<file path="src/rtl/io_key_sw_ctrl.sv">
// io_key_sw_ctrl: memory-mapped KEY/SW input controller on the processor data bus.
//   Synchronises (two FFs) and debounces the board KEY[3:0] (active-low pins) and SW[9:0]
//   (active-high pins). Each group debounces as a whole word and exposes a DATA register
//   and a CTRL register (bit0 Ready, bit2 Overrun, bit8 IE). Ready is sticky and clears on
//   a DATA load or a CTRL write with dIn[0]=0. Overrun is sticky and clears on a CTRL
//   write with dIn[2]=0.
// Build option: define IO_KEY_SW_IRQ_EN to implement the IE bits and a registered irq.
//   Without it, irq is tied low and CTRL bit8 reads 0 (writes ignored).
// Ports:
//   clk    system clock
//   reset  asynchronous reset, active-low
//   addr   bus address            wrtEn  store strobe        rdEn  load strobe
//   dIn    store data             key    raw KEY pins        sw    raw SW pins
//   dOut   read data (0 when sel=0, combinational)
//   sel    addr hits one of the four registers
//   irq    interrupt request
module io_key_sw_ctrl #(
    parameter int unsigned      DBITS           = 32,
    parameter logic [DBITS-1:0] ADDR_KEY        = 32'hF0000010,
    parameter logic [DBITS-1:0] ADDR_KCTRL      = 32'hF0000110,
    parameter logic [DBITS-1:0] ADDR_SW         = 32'hF0000014,
    parameter logic [DBITS-1:0] ADDR_SCTRL      = 32'hF0000114,
    parameter int unsigned      DEBOUNCE_CYCLES = 10000,
    parameter int unsigned      CNT_BITS        = 14
) (
    input  logic             clk,
    input  logic             reset,
    input  logic [DBITS-1:0] addr,
    input  logic             wrtEn,
    input  logic             rdEn,
    input  logic [DBITS-1:0] dIn,
    input  logic [3:0]       key,
    input  logic [9:0]       sw,
    output logic [DBITS-1:0] dOut,
    output logic             sel,
    output logic             irq
);

    localparam logic [CNT_BITS-1:0] CntMax = CNT_BITS'(DEBOUNCE_CYCLES - 1);

    // Synchronisers
    logic [3:0] keyMetaQ, keySyncQ;
    logic [9:0] swMetaQ, swSyncQ;
    logic [3:0] keyPressed;

    always_ff @(posedge clk or negedge reset) begin
        if (!reset) begin
            keyMetaQ <= 4'hF;
            keySyncQ <= 4'hF;
            swMetaQ  <= '0;
            swSyncQ  <= '0;
        end else begin
            keyMetaQ <= key;
            keySyncQ <= keyMetaQ;
            swMetaQ  <= sw;
            swSyncQ  <= swMetaQ;
        end
    end

    // Pins are active-low; everything downstream sees 1 = pressed.
    assign keyPressed = ~keySyncQ;

    // Debounce: a whole-group candidate must hold for DEBOUNCE_CYCLES further cycles.
    logic [3:0]          keyCandQ, keyCandD, keyDebQ, keyDebD;
    logic [CNT_BITS-1:0] keyCntQ, keyCntD;
    logic                keyEvent;
    logic [9:0]          swCandQ, swCandD, swDebQ, swDebD;
    logic [CNT_BITS-1:0] swCntQ, swCntD;
    logic                swEvent;

    always_comb begin
        keyCandD = keyCandQ;
        keyCntD  = keyCntQ;
        keyDebD  = keyDebQ;
        keyEvent = 1'b0;
        if (keyPressed != keyCandQ) begin
            keyCandD = keyPressed;
            keyCntD  = '0;
        end else if (keyCandQ != keyDebQ) begin
            if (keyCntQ == CntMax) begin
                keyDebD  = keyCandQ;
                keyCntD  = '0;
                keyEvent = 1'b1;
            end else begin
                keyCntD = keyCntQ + CNT_BITS'(1);
            end
        end else begin
            keyCntD = '0;
        end
    end

    always_comb begin
        swCandD = swCandQ;
        swCntD  = swCntQ;
        swDebD  = swDebQ;
        swEvent = 1'b0;
        if (swSyncQ != swCandQ) begin
            swCandD = swSyncQ;
            swCntD  = '0;
        end else if (swCandQ != swDebQ) begin
            if (swCntQ == CntMax) begin
                swDebD  = swCandQ;
                swCntD  = '0;
                swEvent = 1'b1;
            end else begin
                swCntD = swCntQ + CNT_BITS'(1);
            end
        end else begin
            swCntD = '0;
        end
    end

    always_ff @(posedge clk or negedge reset) begin
        if (!reset) begin
            keyCandQ <= '0;
            keyCntQ  <= '0;
            keyDebQ  <= '0;
            swCandQ  <= '0;
            swCntQ   <= '0;
            swDebQ   <= '0;
        end else begin
            keyCandQ <= keyCandD;
            keyCntQ  <= keyCntD;
            keyDebQ  <= keyDebD;
            swCandQ  <= swCandD;
            swCntQ   <= swCntD;
            swDebQ   <= swDebD;
        end
    end

    // Bus decode and status flags
    logic kDataRd, kCtrlWr, kReadyClr, kOverrunClr;
    logic sDataRd, sCtrlWr, sReadyClr, sOverrunClr;
    logic kReadyQ, kReadyD, kOverrunQ, kOverrunD;
    logic sReadyQ, sReadyD, sOverrunQ, sOverrunD;
    logic kIeQ, sIeQ;
    logic unusedBits;

    assign kDataRd     = rdEn && (addr == ADDR_KEY);
    assign kCtrlWr     = wrtEn && (addr == ADDR_KCTRL);
    assign kReadyClr   = kDataRd || (kCtrlWr && !dIn[0]);
    assign kOverrunClr = kCtrlWr && !dIn[2];
    assign sDataRd     = rdEn && (addr == ADDR_SW);
    assign sCtrlWr     = wrtEn && (addr == ADDR_SCTRL);
    assign sReadyClr   = sDataRd || (sCtrlWr && !dIn[0]);
    assign sOverrunClr = sCtrlWr && !dIn[2];

    // An event beats a same-cycle Ready clear; an Overrun set beats a same-cycle clear
    // so a lost sample is never silently forgotten.
    always_comb begin
        kReadyD   = keyEvent || (kReadyQ && !kReadyClr);
        kOverrunD = (keyEvent && kReadyQ && !kReadyClr) || (kOverrunQ && !kOverrunClr);
        sReadyD   = swEvent || (sReadyQ && !sReadyClr);
        sOverrunD = (swEvent && sReadyQ && !sReadyClr) || (sOverrunQ && !sOverrunClr);
    end

    always_ff @(posedge clk or negedge reset) begin
        if (!reset) begin
            kReadyQ   <= 1'b0;
            kOverrunQ <= 1'b0;
            sReadyQ   <= 1'b0;
            sOverrunQ <= 1'b0;
        end else begin
            kReadyQ   <= kReadyD;
            kOverrunQ <= kOverrunD;
            sReadyQ   <= sReadyD;
            sOverrunQ <= sOverrunD;
        end
    end

`ifdef IO_KEY_SW_IRQ_EN
    logic irqQ;

    always_ff @(posedge clk or negedge reset) begin
        if (!reset) begin
            kIeQ <= 1'b0;
            sIeQ <= 1'b0;
            irqQ <= 1'b0;
        end else begin
            if (kCtrlWr) kIeQ <= dIn[8];
            if (sCtrlWr) sIeQ <= dIn[8];
            irqQ <= (kReadyQ && kIeQ) || (sReadyQ && sIeQ);
        end
    end

    assign irq        = irqQ;
    assign unusedBits = ^{dIn[DBITS-1:9], dIn[7:3], dIn[1]};
`else
    assign kIeQ       = 1'b0;
    assign sIeQ       = 1'b0;
    assign irq        = 1'b0;
    assign unusedBits = ^{dIn[DBITS-1:3], dIn[1]};
`endif

    // Read mux
    function automatic logic [DBITS-1:0] ctrlWord(input logic rdy, input logic ovr,
                                                  input logic ie);
        logic [DBITS-1:0] w;
        w    = '0;
        w[0] = rdy;
        w[2] = ovr;
        w[8] = ie;
        return w;
    endfunction

    always_comb begin
        dOut = '0;
        sel  = 1'b1;
        if (addr == ADDR_KEY) begin
            dOut = DBITS'(keyDebQ);
        end else if (addr == ADDR_KCTRL) begin
            dOut = ctrlWord(kReadyQ, kOverrunQ, kIeQ);
        end else if (addr == ADDR_SW) begin
            dOut = DBITS'(swDebQ);
        end else if (addr == ADDR_SCTRL) begin
            dOut = ctrlWord(sReadyQ, sOverrunQ, sIeQ);
        end else begin
            sel = 1'b0;
        end
    end

endmodule

</file>
<file path="config.mk">
export PLATFORM = sky130hd
export DESIGN_NAME = io_key_sw_ctrl
export DESIGN_NICKNAME = d
export VERILOG_FILES = /design/src/rtl/io_key_sw_ctrl.sv
export SDC_FILE = /design/constraint.sdc
export NUM_CORES = 1
export LEC_CHECK = 0
export BUFFER_PORTS_ARGS = -buffer_cell sky130_fd_sc_hd__buf_4
export CORE_ASPECT_RATIO = 1.2
export CORE_MARGIN = 2
export CORE_UTILIZATION = 25
export DETAILED_ROUTE_END_ITERATION = 10
export SLEW_MARGIN = 40
export SYNTH_ARGS = -nofsm -noshare
export SYNTH_HDL_FRONTEND = slang
export SYNTH_SLANG_ARGS = --single-unit
</file>
<file path="constraint.sdc">
create_clock -name clk -period 4.3 [get_ports clk]
set_input_delay 0.43 -clock clk [delete_from_list [all_inputs] [get_ports clk]]
set_output_delay 0.43 -clock clk [all_outputs]
set_load 0.1 [all_outputs]
</file>
**Word level (Yosys, flattened, before mapping)**

Cells that the tools add are included.

- Add/subtract/negate cells: 2
- Eq/ne operators: 10
- Mux-type cells: 20
- Bitwise operators: 3
- Reductions and logical operators: 30

Operators by type and width:

| operator | count |
|---|---|
| 32-bit equality test, second input constant | 4 |
| 14-bit two-way mux | 6 |
| 32-bit two-way mux | 1 |
| 14-bit by 1-bit adder with 14-bit output, second input constant | 2 |
| 14-bit equality test, second input constant | 2 |
| 10-bit two-way mux | 2 |
| 10-bit inequality test | 2 |
| 1-bit logical AND | 16 |
| 1-bit two-way mux | 10 |
| 4-bit inequality test | 2 |
| 1-bit zero test | 6 |
| 1-bit logical OR | 6 |
| 3-bit AND reduction | 2 |
| 4-bit NOT | 1 |
| 3-bit two-way mux | 1 |
| 1-bit NOT | 2 |

- Flip-flop bits (word level): 88
- Input port bits: 82
- Word-level logic and storage cells: 79

**Logic depth before layout (Yosys ltp)**

- Depth in word-level cells: 7
- Mapped depth: 7
- Depth with buffers taken out: 6

**Worst setup path before layout**

No wires, ideal clock.

- Path kind: input -> output
- Start point: input port addr[1]
- End point: output port dOut[1]
- Arrival: 3.189 ns
- Slack: 0.681 ns
- Stages on the path: 4
- Cells stage by stage: nor4b_1 and4_1 nand4_1 nor3_1

- Longest elaborated chain between the ends: 4

Ends and longest elaborated chain:

| element | line | source |
|---|---|---|
| from (decl) | 28 | `input logic [DBITS-1:0] addr,` |
| 32-bit equality test | 213 | `end else if (addr == ADDR_SW) begin` |
| 10-bit two-way mux | 213 |  |
| 10-bit two-way mux | 211 | `end else if (addr == ADDR_KCTRL) begin` |
| 32-bit two-way mux * | 209 | `if (addr == ADDR_KEY) begin` |
| to (decl) | 34 | `output logic [DBITS-1:0] dOut,` |

Mark *: on every way between the ends. The rest lies on a longest branch, timed or not.

**Final worst setup path**

- Start point: input port addr[7]
- End point: output port dOut[4]

Same word-level chain as after synthesis.

==> run metrics <==
min cycle time layout=2.67 ns; setup_tns=0 ns; ys async rst share=100%; Slowest-stage cell, CP=nor3_1; vias in the first global route=2561; die span in y=approximately 140 µm; maxcap violations=0; Final setup viols=0; EDFF count, synth=0; CTS Buf Count=9; Critical Path Most Common Cell=buf_4; leakage power=2.15 nW; drt pass-1 iters=4; grt met3 use=between 3 and 4%; clock sinks=a little under 90; layout cells sized above 1=25.1%; Yosys reg bits=88; drt via density=4.03; Die Wd=118 µm; register area share after synthesis=56.3%; final hold vios=0; crit path capture type=output pin; Mapped Cells=337; Core ar.=15500 µm²; met1 Track Usage GR=9.90%; CP top delay family=simple AND/OR/NAND/NOR gates; Crit path buffers/inverters=2; DP Wirelength=5.12 mm; DR vias=2448; outcome=finished, final reports clean; Worst Path Required=3.87 ns; drt drc=0; met2 Track Usage GR=approximately 15%; Final nets=478; TritonCTS clock tree=done; maximum fanout along the worst path=6; Post-DRT Antenna Nets=0; syn avg cell area=11.7 µm²; placed cell areas=4500 µm²; clock root buffer=clkbuf_16; HP Class=primary input to async pin; RSZ-0062 raised after global routing=no; full die area=16700 µm²; Synth area leaders=dfrtp_1 (51%), xnor2_1 (7.1%), dfstp_2 (5.4%); total chip power=about 1.9 mW; gr busiest metal=met2; Antenna Cells=0; CP Class=primary input to output pin; I/O pin count=~120; drt total wl=6.96 mm; Post-CTS Setup Bufs=0; synthesized area=roughly 3900 µm²; H-Tree Depth=3; Clock transition at path regs=0.06 ns; relative slew slack=55.3%; grt ovf=0; Yosys cell types=41; worst vdd ir=0.204 mV; Worst Skew=0.00541 ns; area fraction of the dominant cell type after synthesis=51.0%; first-pass GRT wire length=11.8 mm; Rows=50; clock latency on the worst-skew pair=0.33 ns; worst slew pin tran=0.671 ns; largest net degree at the start of global routing=89; max incr delay on CP=0.50 ns; fmax=374 MHz; gr usage total=8.82%; cts repair resizes=0; worst path cell trace=buf_4 -> nor4_1 -> and4b_1 -> nand3_1 -> nor3_1 -> and2_1 -> buf_4; period utilisation layout=between 60% and 70%; Final GP Congestion=0.726; PwrDens=around 380 nW/µm²; Design Area, Final=just under 5000 µm²; CP arrival=2.24 ns; Worst Setup Start Kind=primary input; top_reg_cell synth=dfrtp_1; drt wl/cell=around 11 µm; area leader, netlist=dfrtp_1; Final Max Tran Viols=0; First DRT Iteration DRCs=165; I/O Buffers=62; CTS max path bufs=2; yosys warns=0; Area growth syn-to-layout=22.7%; initial antenna violation count=0; cts hold-fix bufs=0; Starting Density=approximately a quarter
-- placed cells by master (no fill, tap or decap), types with 8 or more instances in the layout --
cell type and instances:
nand4_1 10, nand2_1 15, nor3_1 9, nor2_1 38, mux2_4 8, xor2_1 20, xnor2_1 32, clkbuf_16 9
buf_4 61, inv_1 10, dfrtp_1 80, nand3_1 13, dfstp_2 8, conb_1 23
-- cell usage after synthesis (all sizes together) (10+ instances only) --
master   n
inv     10
nand3   14
xor2    20
nand4   10
xnor2   32
dfrtp   80
mux2    14
buf     26
clkbuf  12
nand2   15
nor3    10
nor2    39
-- area by class of cell --
| class | instances | area (µm²) |
|---|---|---|
| Timing Repair Buffer | 62 | 472 |
| Inverter | 10 | 37.5 |
| Fill cell | 1579 | 10700 |
| Multi-Input combinational cell | 223 | 1520 |
| Clock inverter | 3 | 65.1 |
| Clock buffer | 13 | 250 |
| Sequential cell | 88 | 2210 |
| Tap cell | 208 | 260 |
-- per-stage QoR --
stage,utilization [%],hold WS (ns),cells,worst slack (ns)
floorplan,-,0.134,359,0.681
global placement,29.0,0.335,591,1.52
detailed placement,29.0,0.335,591,1.47
CTS,31.0,0.190,607,1.48
global route,31.0,0.189,607,1.31
finish,31.0,0.140,607,1.63
-- layer usage --
| metal | routed length [µm] | vias to the layer above | part of all wire [%] |
|---|---|---|---|
| met5 | 0 | - | 0 |
| met4 | 107 | 0 | 1.5 |
| met3 | 630 | 7 | 9.0 |
| met2 | 3380 | 78 | 49 |
| met1 | 2840 | 1182 | 41 |
| li1 | - | 1181 | - |
-- power breakdown --
part / switching [mW] / leakage, nW / internal [mW] / total (mW)
sequential: 0.0144 / 1.12 / 0.852 / 0.866
combinational: 0.126 / 0.874 / 0.0474 / 0.174
clock: 0.289 / 0.154 / 0.524 / 0.813
total: 0.429 / 2.15 / 1.42 / 1.85
-- flip-flops by register name (all words and copies together), names as in the netlist --
register,cells
swSyncQ,10
keyDebQ,4
swCntQ,14
keySyncQ,4
kReadyQ,1
swMetaQ,10
keyMetaQ,4
keyCntQ,14
kOverrunQ,1
sOverrunQ,1
swCandQ,10
keyCandQ,4
swDebQ,10
sReadyQ,1
-- worst paths after layout --
path | from | end | slack (ns) | cells past startpoint
worst max-delay path | addr[7] | dOut[4] | 1.63 | 7
worst min-delay path | reset | keyCntQ[3] | 0.14 | 1
worst max register to register | swCntQ[0] | swDebQ[9] | 2.24 | 6
worst min register to register | swMetaQ[6] | swSyncQ[6] | 0.35 | 0
max in group asynchronous | reset | swMetaQ[3] | 3.69 | 1
min in group clk | key[0] | keyMetaQ[0] | 0.21 | 1
-- cells by family after synthesis --
| logic type | Yosys count | synth area share (%) |
|---|---|---|
| xor gates and xnor gates | 52 | 11.6 |
| and+or+nand+nor | 121 | 16.5 |
| adders and majority gates | 2 | 0.637 |
| muxes | 18 | 6.44 |
| other | 1 | 0.0955 |
| AOI/OAI and AO/OA | 7 | 1.37 |
| DFF | 88 | 56.3 |
| buffers and inverters | 48 | 7.04 |
Note: power is estimated with default switching activity, not from simulation.
